===== config.mk =====
export PLATFORM = sky130hd
export DESIGN_NAME = uart_alu_interface
export DESIGN_NICKNAME = d
export VERILOG_FILES = /design/src/rtl/uart_alu_interface_pkg.sv /design/src/rtl/uart_alu_interface_rise_detect.sv /design/src/rtl/uart_alu_interface.sv
export SDC_FILE = /design/constraint.sdc
export NUM_CORES = 1
export LEC_CHECK = 0
export BUFFER_PORTS_ARGS = -buffer_cell sky130_fd_sc_hd__clkbuf_2
export CORE_ASPECT_RATIO = 0.9
export CORE_MARGIN = 4
export CORE_UTILIZATION = 55
export CTS_CLUSTER_DIAMETER = 120
export DETAILED_ROUTE_END_ITERATION = 10
export PLACE_DENSITY_LB_ADDON = 0.1
export SYNTH_ARGS = -nofsm -noshare
export SYNTH_HDL_FRONTEND = slang
export SYNTH_SLANG_ARGS = --single-unit

===== constraint.sdc =====
create_clock -name clk -period 2.5 [get_ports clk]
set_input_delay 0.5 -clock clk [delete_from_list [all_inputs] [get_ports clk]]
set_output_delay 0.5 -clock clk [all_outputs]
set_load 0.05 [all_outputs]

===== src/rtl/uart_alu_interface_pkg.sv =====
// Shared definitions for the UART-to-ALU framing block: FSM state codes,
// default widths and the default inter-byte timeout.
package uart_alu_interface_pkg;

    // Default widths and timeout, overridable per instance.
    localparam int NB_DATA_DEF        = 8;
    localparam int NB_OP_DEF          = 6;
    localparam int TIMEOUT_CYCLES_DEF = 1000000;

    // FSM state encodings.
    localparam int          ST_W        = 3;
    localparam logic [2:0]  ST_WAIT_A   = 3'd0;
    localparam logic [2:0]  ST_WAIT_B   = 3'd1;
    localparam logic [2:0]  ST_WAIT_OP  = 3'd2;
    localparam logic [2:0]  ST_COMPUTE  = 3'd3;
    localparam logic [2:0]  ST_WAIT_TX  = 3'd4;

    // The inter-byte timeout only runs once a frame has started and is
    // still waiting for operand B or the opcode.
    function automatic logic is_mid_frame(input logic [ST_W-1:0] st);
        return (st == ST_WAIT_B) || (st == ST_WAIT_OP);
    endfunction

endpackage


===== src/rtl/uart_alu_interface_rise_detect.sv =====
// Rising-edge detector: compares the live input against its registered copy
// so a level held high yields exactly one pulse. The pulse is combinational
// off the register, so an input already high when reset is released is seen
// as an edge on the first active cycle.
module rise_detect (
    input  logic clk,
    input  logic i_rst,
    input  logic i_sig,
    output logic o_pulse
);

    logic sig_q;

    // Remember last cycle's level; reset clears it.
    always_ff @(posedge clk) begin
        if (i_rst) sig_q <= 1'b0;
        else       sig_q <= i_sig;
    end

    assign o_pulse = i_sig & ~sig_q;

endmodule


===== src/rtl/uart_alu_interface.sv =====
// Collects a three-byte frame (A, B, opcode) from a UART receiver, drives
// the operands to an external combinational ALU, and hands the result byte
// to a UART transmitter. A frame that stalls between bytes is abandoned
// after TIMEOUT_CYCLES idle clocks.
module uart_alu_interface
    import uart_alu_interface_pkg::*;
#(
    parameter int NB_DATA        = NB_DATA_DEF,
    parameter int NB_OP          = NB_OP_DEF,
    parameter int TIMEOUT_CYCLES = TIMEOUT_CYCLES_DEF
) (
    input  logic               clk,
    input  logic               i_rst,
    input  logic [NB_DATA-1:0] i_rx_data,
    input  logic               i_rx_done,
    input  logic [NB_DATA-1:0] i_alu_result,
    input  logic               i_tx_done,
    output logic [NB_DATA-1:0] o_alu_a,
    output logic [NB_DATA-1:0] o_alu_b,
    output logic [NB_OP-1:0]   o_alu_op,
    output logic [NB_DATA-1:0] o_tx_data,
    output logic               o_tx_start,
    output logic               o_busy,
    output logic               o_timeout
);

    // A single-cycle timeout still needs a one-bit counter.
    localparam int CNT_W = (TIMEOUT_CYCLES > 1) ? $clog2(TIMEOUT_CYCLES) : 1;
    localparam logic [CNT_W-1:0] CNT_MAX = CNT_W'(TIMEOUT_CYCLES - 1);

    logic             rx_pulse;
    logic [ST_W-1:0]  state, state_nxt;
    logic [CNT_W-1:0] cnt, cnt_nxt;
    logic             ld_a, ld_b, ld_op, ld_tx, expire;

    rise_detect u_rx_edge (
        .clk     (clk),
        .i_rst   (i_rst),
        .i_sig   (i_rx_done),
        .o_pulse (rx_pulse)
    );

    // Next-state and load decisions. A byte arriving on the expiry cycle is
    // checked first, so it always wins over the timeout. Bytes arriving in
    // COMPUTE or WAIT_TX fall through with no effect.
    always_comb begin
        state_nxt = state;
        ld_a      = 1'b0;
        ld_b      = 1'b0;
        ld_op     = 1'b0;
        ld_tx     = 1'b0;
        expire    = 1'b0;
        case (state)
            ST_WAIT_A: begin
                if (rx_pulse) begin
                    ld_a      = 1'b1;
                    state_nxt = ST_WAIT_B;
                end
            end
            ST_WAIT_B: begin
                if (rx_pulse) begin
                    ld_b      = 1'b1;
                    state_nxt = ST_WAIT_OP;
                end else if (cnt == CNT_MAX) begin
                    expire    = 1'b1;
                    state_nxt = ST_WAIT_A;
                end
            end
            ST_WAIT_OP: begin
                if (rx_pulse) begin
                    ld_op     = 1'b1;
                    state_nxt = ST_COMPUTE;
                end else if (cnt == CNT_MAX) begin
                    expire    = 1'b1;
                    state_nxt = ST_WAIT_A;
                end
            end
            ST_COMPUTE: begin
                // Operands have been stable for a full cycle; sample the ALU.
                ld_tx     = 1'b1;
                state_nxt = ST_WAIT_TX;
            end
            ST_WAIT_TX: begin
                if (i_tx_done) state_nxt = ST_WAIT_A;
            end
            default: state_nxt = ST_WAIT_A;
        endcase
    end

    // Idle counter: advances only while mid-frame with nothing happening;
    // any byte or state change restarts it from zero.
    always_comb begin
        cnt_nxt = '0;
        if (is_mid_frame(state) && !rx_pulse && (state_nxt == state))
            cnt_nxt = cnt + CNT_W'(1);
    end

    // State, counter and one-cycle strobes.
    always_ff @(posedge clk) begin
        if (i_rst) begin
            state      <= ST_WAIT_A;
            cnt        <= '0;
            o_tx_start <= 1'b0;
            o_timeout  <= 1'b0;
        end else begin
            state      <= state_nxt;
            cnt        <= cnt_nxt;
            o_tx_start <= ld_tx;
            o_timeout  <= expire;
        end
    end

    // Frame registers: each loads only on its own byte and holds otherwise,
    // including across a timeout abort.
    always_ff @(posedge clk) begin
        if (i_rst) begin
            o_alu_a   <= '0;
            o_alu_b   <= '0;
            o_alu_op  <= '0;
            o_tx_data <= '0;
        end else begin
            if (ld_a)  o_alu_a   <= i_rx_data;
            if (ld_b)  o_alu_b   <= i_rx_data;
            if (ld_op) o_alu_op  <= i_rx_data[NB_OP-1:0];
            if (ld_tx) o_tx_data <= i_alu_result;
        end
    end

    assign o_busy = (state == ST_COMPUTE) || (state == ST_WAIT_TX);

endmodule


# Word-level counts from Yosys, hierarchy flattened
# Index checks and enable logic that the tools add are counted.
[word_totals]
memories = 0
mem_bits_ro = 0
output_inout_bits = 33
in_bits = 20
ramBits = 0
reg_bits = 56
latchBits = 0
[op_classes]
muxes = 12
div = 0
eq_ne = 6
n_mul = 0
addsub = 1
n_reduce_logical = 9
bitwise_logic = 4
magnitude_cmp = 0
shifts = 0
[op_table]
columns = ["operator", "count"]
rows = [
  ["adder 20 x 1 -> 20 bit (second input constant)", 1],
  ["equality test 20 bit (second input constant)", 1],
  ["2-to-1 mux 3 bit", 5],
  ["one-hot mux 3 bit (5 select lines)", 1],
  ["equality test 3 x 2 -> 1 bit (second input constant)", 2],
  ["2-to-1 mux 1 bit", 6],
  ["OR reduction 2 bit", 2],
  ["equality test 3 x 1 -> 1 bit (second input constant)", 1],
  ["equality test 3 bit", 1],
  ["equality test 3 bit (second input constant)", 1],
  ["zero test 3 bit", 1],
  ["NOT 1 bit", 3],
  ["OR reduction 3 bit", 1],
  ["logical AND 1 bit", 2],
  ["logical OR 1 bit", 2],
  ["bitwise AND 1 bit", 1],
  ["zero test 1 bit", 1],
]

# Longest topological paths before layout
[depth]
ltp_word = 8
ltp_mapped = 7
depth_no_buf = 5

# By module
# Synthesis repeated with hierarchy kept, for this count alone.
[hier_totals]
cells_unflattened = 254
hier_area_um2 = 2232.1
[modules_own_cells]
columns = ["mod", "cells_per_inst", "instances", "area_per_inst_um2"]
rows = [
  ["uart_alu_interface", 251, 1, 2184.6],
  ["rise_detect", 3, 1, 47.5],
]

# Least setup slack after synthesis
# Ideal clock, no wire load.
[synth_path]
path_kind = "register to output"
start = "register state[0]"
end = "output port o_busy"
t_arrival_ns = 1.328
slack_ns = 0.672
stages_incl_launch_ff = 5
n_path_buf = 1
cell_sequence = "dfxtp_1 -> nand2_1 -> or2_2 -> clkbuf_1 -> nand2_1"
[synth_between]
elab_chain_cells = 2
word_cells_on_any_way = 3
[synth_rtl]
columns = ["item", "line", "source"]
rows = [
  ["start: declaration", "uart_alu_interface.sv:32", "logic [ST_W-1:0] state, state_nxt;"],
  ["start signal: assignment", "uart_alu_interface.sv:106", "state <= state_nxt;"],
  ["equality test 3 x 2 -> 1 bit / equality test 3 bit (equally long branches)", "uart_alu_interface.sv:129", "assign o_busy = (state == ST_COMPUTE) || (state == ST_WAIT_TX);"],
  ["logical OR 1 bit (*)", "uart_alu_interface.sv:129", ""],
  ["end: declaration", "uart_alu_interface.sv:23", "output logic o_busy,"],
]
# Every way passes the cells marked *; elsewhere a longest branch is shown, timed or not.

# Final worst setup path
# Ends and elaborated chain as after synthesis.

==> summary.md <==
| Metric | Value |
|---|---|
| Total of max-cap violations | `0` |
| CP startpoint kind | `flop` |
| Fmax | `roughly 470 MHz` |
| Mean Syn Cell Area | `approximately 9.2 sq um` |
| Synthesis Warnings | `0` |
| Grt met1 use | `24.4%` |
| Worst Max-Slew Pin Slew | `between 0.7 and 0.8 ns` |
| Cells after synthesis | `between 200 and 250` |
| DR DRC count | `0` |
| Die Span X | `75.2 microns` |
| Synth Register Bits | `between 50 and 60` |
| Clk_skew | `about 0.0071 ns` |
| Clk slew on worst S/H paths | `around 0.1 ns` |
| Most frequent cells in the layout | `dfxtp_1 (56), clkbuf_2 (52), nor2_1 (41)` |
| Fin Setup TNS | `0 ns` |
| Finish-stage setup viols | `0` |
| Most common cell after layout, fill and taps aside | `dfxtp_1` |
| Area leader, netlist | `dfxtp_1` |
| Mapped Area | `0.00223 sq mm` |
| Net switching power | `0.000407 W` |
| Initial antenna violation count | `0` |
| Router iterations before antenna repair | `4` |
| CTS root buf | `clkbuf_8` |
| Worst path max stage delay | `~0.48 ns` |
| Top FF cell, synth | `dfxtp_1` |
| I/O Pins | `53` |
| GR peak layer | `met2` |
| Seq/Total Area, Yosys | `between 50% and 60%` |
| Relative slew slack | `around half` |
| CTS tree | `done` |
| Yosys top cell area share | `roughly 50%` |
| Worst Hold Margin | `0.394 ns` |
| H-tree depth | `2` |
| Grt ovf | `0` |
| CP most frequent cell | `nand2_1` |
| Worst path arrival time | `roughly 1.6 ns` |
| Largest net degree at the start of global routing | `34` |
| DP Area | `between 0.002 and 0.003 sq mm` |
| Clk sinks | `56` |
| GR Layer Usage met2 | `around 27%` |
| Clock Path Buffers | `2` |
| GRT Util Overall | `a little under a fifth` |
| Placed Cells | `about 330` |
| Final-layout fill cell count | `318` |
| Sw frac | `25.5%` |
| Layout cells sized above 1 | `between 20% and 30%` |
| Via count | `approximately 1800` |
| 1st-iter DRT viols | `102` |
| # resized after CTS | `0` |
| Std cell rows | `21` |
| Setup bufs post-CTS | `0` |
| Die area | `0.00514 sq mm` |
| DIE HEIGHT | `slightly below 70 microns` |
| DR vias/cell | `5.32` |
| Slowest-stage cell, CP | `dfxtp_1` |
| Nets@finish | `roughly 320` |
| Diode count | `0` |
| Remaining antenna violation count | `0` |
| Status | `finished clean` |
| Pleak | `between 1 and 1.5 nW` |
| DP HPWL | `3.21 mm` |
| TritonCTS Buffers | `5` |
| WL per Instance | `roughly 13 microns` |
| Number of enable flip-flop cells after synthesis | `0` |
| Worst min path class | `in2reg` |
| Worst setup EP type | `primary output` |
| Met3 Use GR | `roughly 4.3%` |
| Layout area overhead | `17.8%` |
| Total chip power | `about 0.0016 W` |
| PD cells | `a little over 600 mW/mm^2` |
| Logic gate share of total power | `about 9.9%` |
| Final WL | `about 4.4 mm` |
| Post-synth ARST share | `0%` |
| Final GP Congestion | `approximately 0.74` |
| R2R setup slack | `about 0.73 ns` |
| Max FO, Critical Path | `11` |
| RSZ-0062 raised after global routing | `false` |
| Final hold violation count | `0` |
| Finished Layout Cells | `around 340` |
| Fin area | `approximately 0.0026 sq mm` |
| Worst skew pair latency | `~0.31 ns` |
| Port Buffers | `between 50 and 60` |
| Critical path class | `reg2out` |
| Worst EP required | `2.00 ns` |
| First-pass GRT wire length | `~7 mm` |
| Seq pwr share | `between 50 and 60%` |
| Area contributors post-synth | `dfxtp_1 (50%), mux2i_1 (9.9%), nor2_1 (6.9%), nand2_1 (5.0%), a21oi_1 (3.4%)` |
| Starting Density | `between 50 and 60%` |
| Clk pwr share | `32.2%` |
| Core area | `around 0.0038 sq mm` |
| Cts hold-fix bufs | `0` |
| Max Slew Vio Count | `0` |
| Tmin final | `between 2 and 2.5 ns` |
| Final period util | `approximately 86%` |
| Internal | `0.00119 W` |
| Vias in the first global route | `between 1500 and 2000` |
| Critical path, cell by cell | `nand2_1 -> or2_2 -> nand2_1 -> clkbuf_2` |
| Syn nets | `between 200 and 300` |
| Cell variety after synth | `37` |
| Maximum vdd drop | `0.417 mV` |
==> per-layer routing <==
metal	share of wire (%)	wire, microns
met5	0	0
met4	2.1	90
met3	5.6	244
met2	44	1910
met1	48	2110
==> final timing paths <==
kind,end,cells after the start,startpoint
setup / recovery,o_busy,4,state[0]
hold / removal,o_tx_data[3],3,i_alu_result[3]
setup reg to reg,cnt[15],4,cnt[3]
hold reg to reg,o_tx_data[0],2,o_tx_data[0]
==> flip-flops by register name, indices dropped and copies added (netlist names) <==
signal,count
o_alu_b,8
o_alu_a,8
o_tx_data,8
o_tx_start,1
o_alu_op,6
state,3
o_timeout,1
u_rx_edge.sig_q,1
cnt,20
==> final cells by class <==
cell class,count,area [sq um],share of cell area (%)
Timing Repair Buffer,55,283,10.8
Sequential cell,56,1120,42.6
Tap cell,46,57.6,2.19
Clock buffer,7,86.3,3.28
Multi-Input combinational cell,174,1060,40.4
Inverter,3,11.3,0.428
Clock inverter,1,7.51,0.286
==> kinds of logic (layout without fill, tap and decap cells) <==
family                   Yosys count  count (layout)  synth area share [%]
AO/OA/AOI/OAI                     28              28                  7.29
XOR/XNOR                          11              11                  4.32
multiplexers                      22              22                  9.87
adder cells (fa/ha/maj)            1               1                 0.560
AND/OR/NAND/NOR                  112             112                  25.6
flip-flops                        56              56                  50.2
buffers and inverters             13              66                  2.19
==> worst max-delay path, delay by kind of cell, from the launching register on <==
family	cells	cell delay (ns)
buffers and inverters	1	0.27
flip-flops	1	0.48
AND/OR/NAND/NOR	3	0.58
==> cell usage after synthesis (2+ instances only) <==
cell type / n
nor4b_1: 2
nand4_1: 4
inv_1: 3
nand2b_1: 2
and4_1: 2
o21ai_0: 5
a21oi_1: 15
or3_1: 2
xor2_1: 6
clkbuf_1: 10
nor3_1: 2
o31ai_1: 4
nand2_1: 30
and2_1: 2
dfxtp_1: 56
xnor2_1: 5
or4_1: 3
a21boi_0: 2
nand3_1: 5
nor2_1: 41
mux2i_1: 22
nor2b_1: 5
==> power by group through the flow <==
stage               Sequential, W  Combinational [W]  Clock (W)
floorplan                0.000993          0.0000610          0
global placement         0.000943           0.000157          0
detailed placement       0.000944           0.000158          0
CTS                      0.000923           0.000159   0.000527
global route             0.000926           0.000169   0.000560
finish                   0.000923           0.000157   0.000513
==> per-stage QoR <==
step           util, %  worst slack [ns]
3_3_place_gp      66.5             0.637
3_5_place_dp      66.5             0.581
2_1_floorplan        -             0.672
6_report          69.0             0.359
5_1_grt           69.0             0.232
4_1_cts           69.0             0.351
Power figures use the tool's default switching activity.
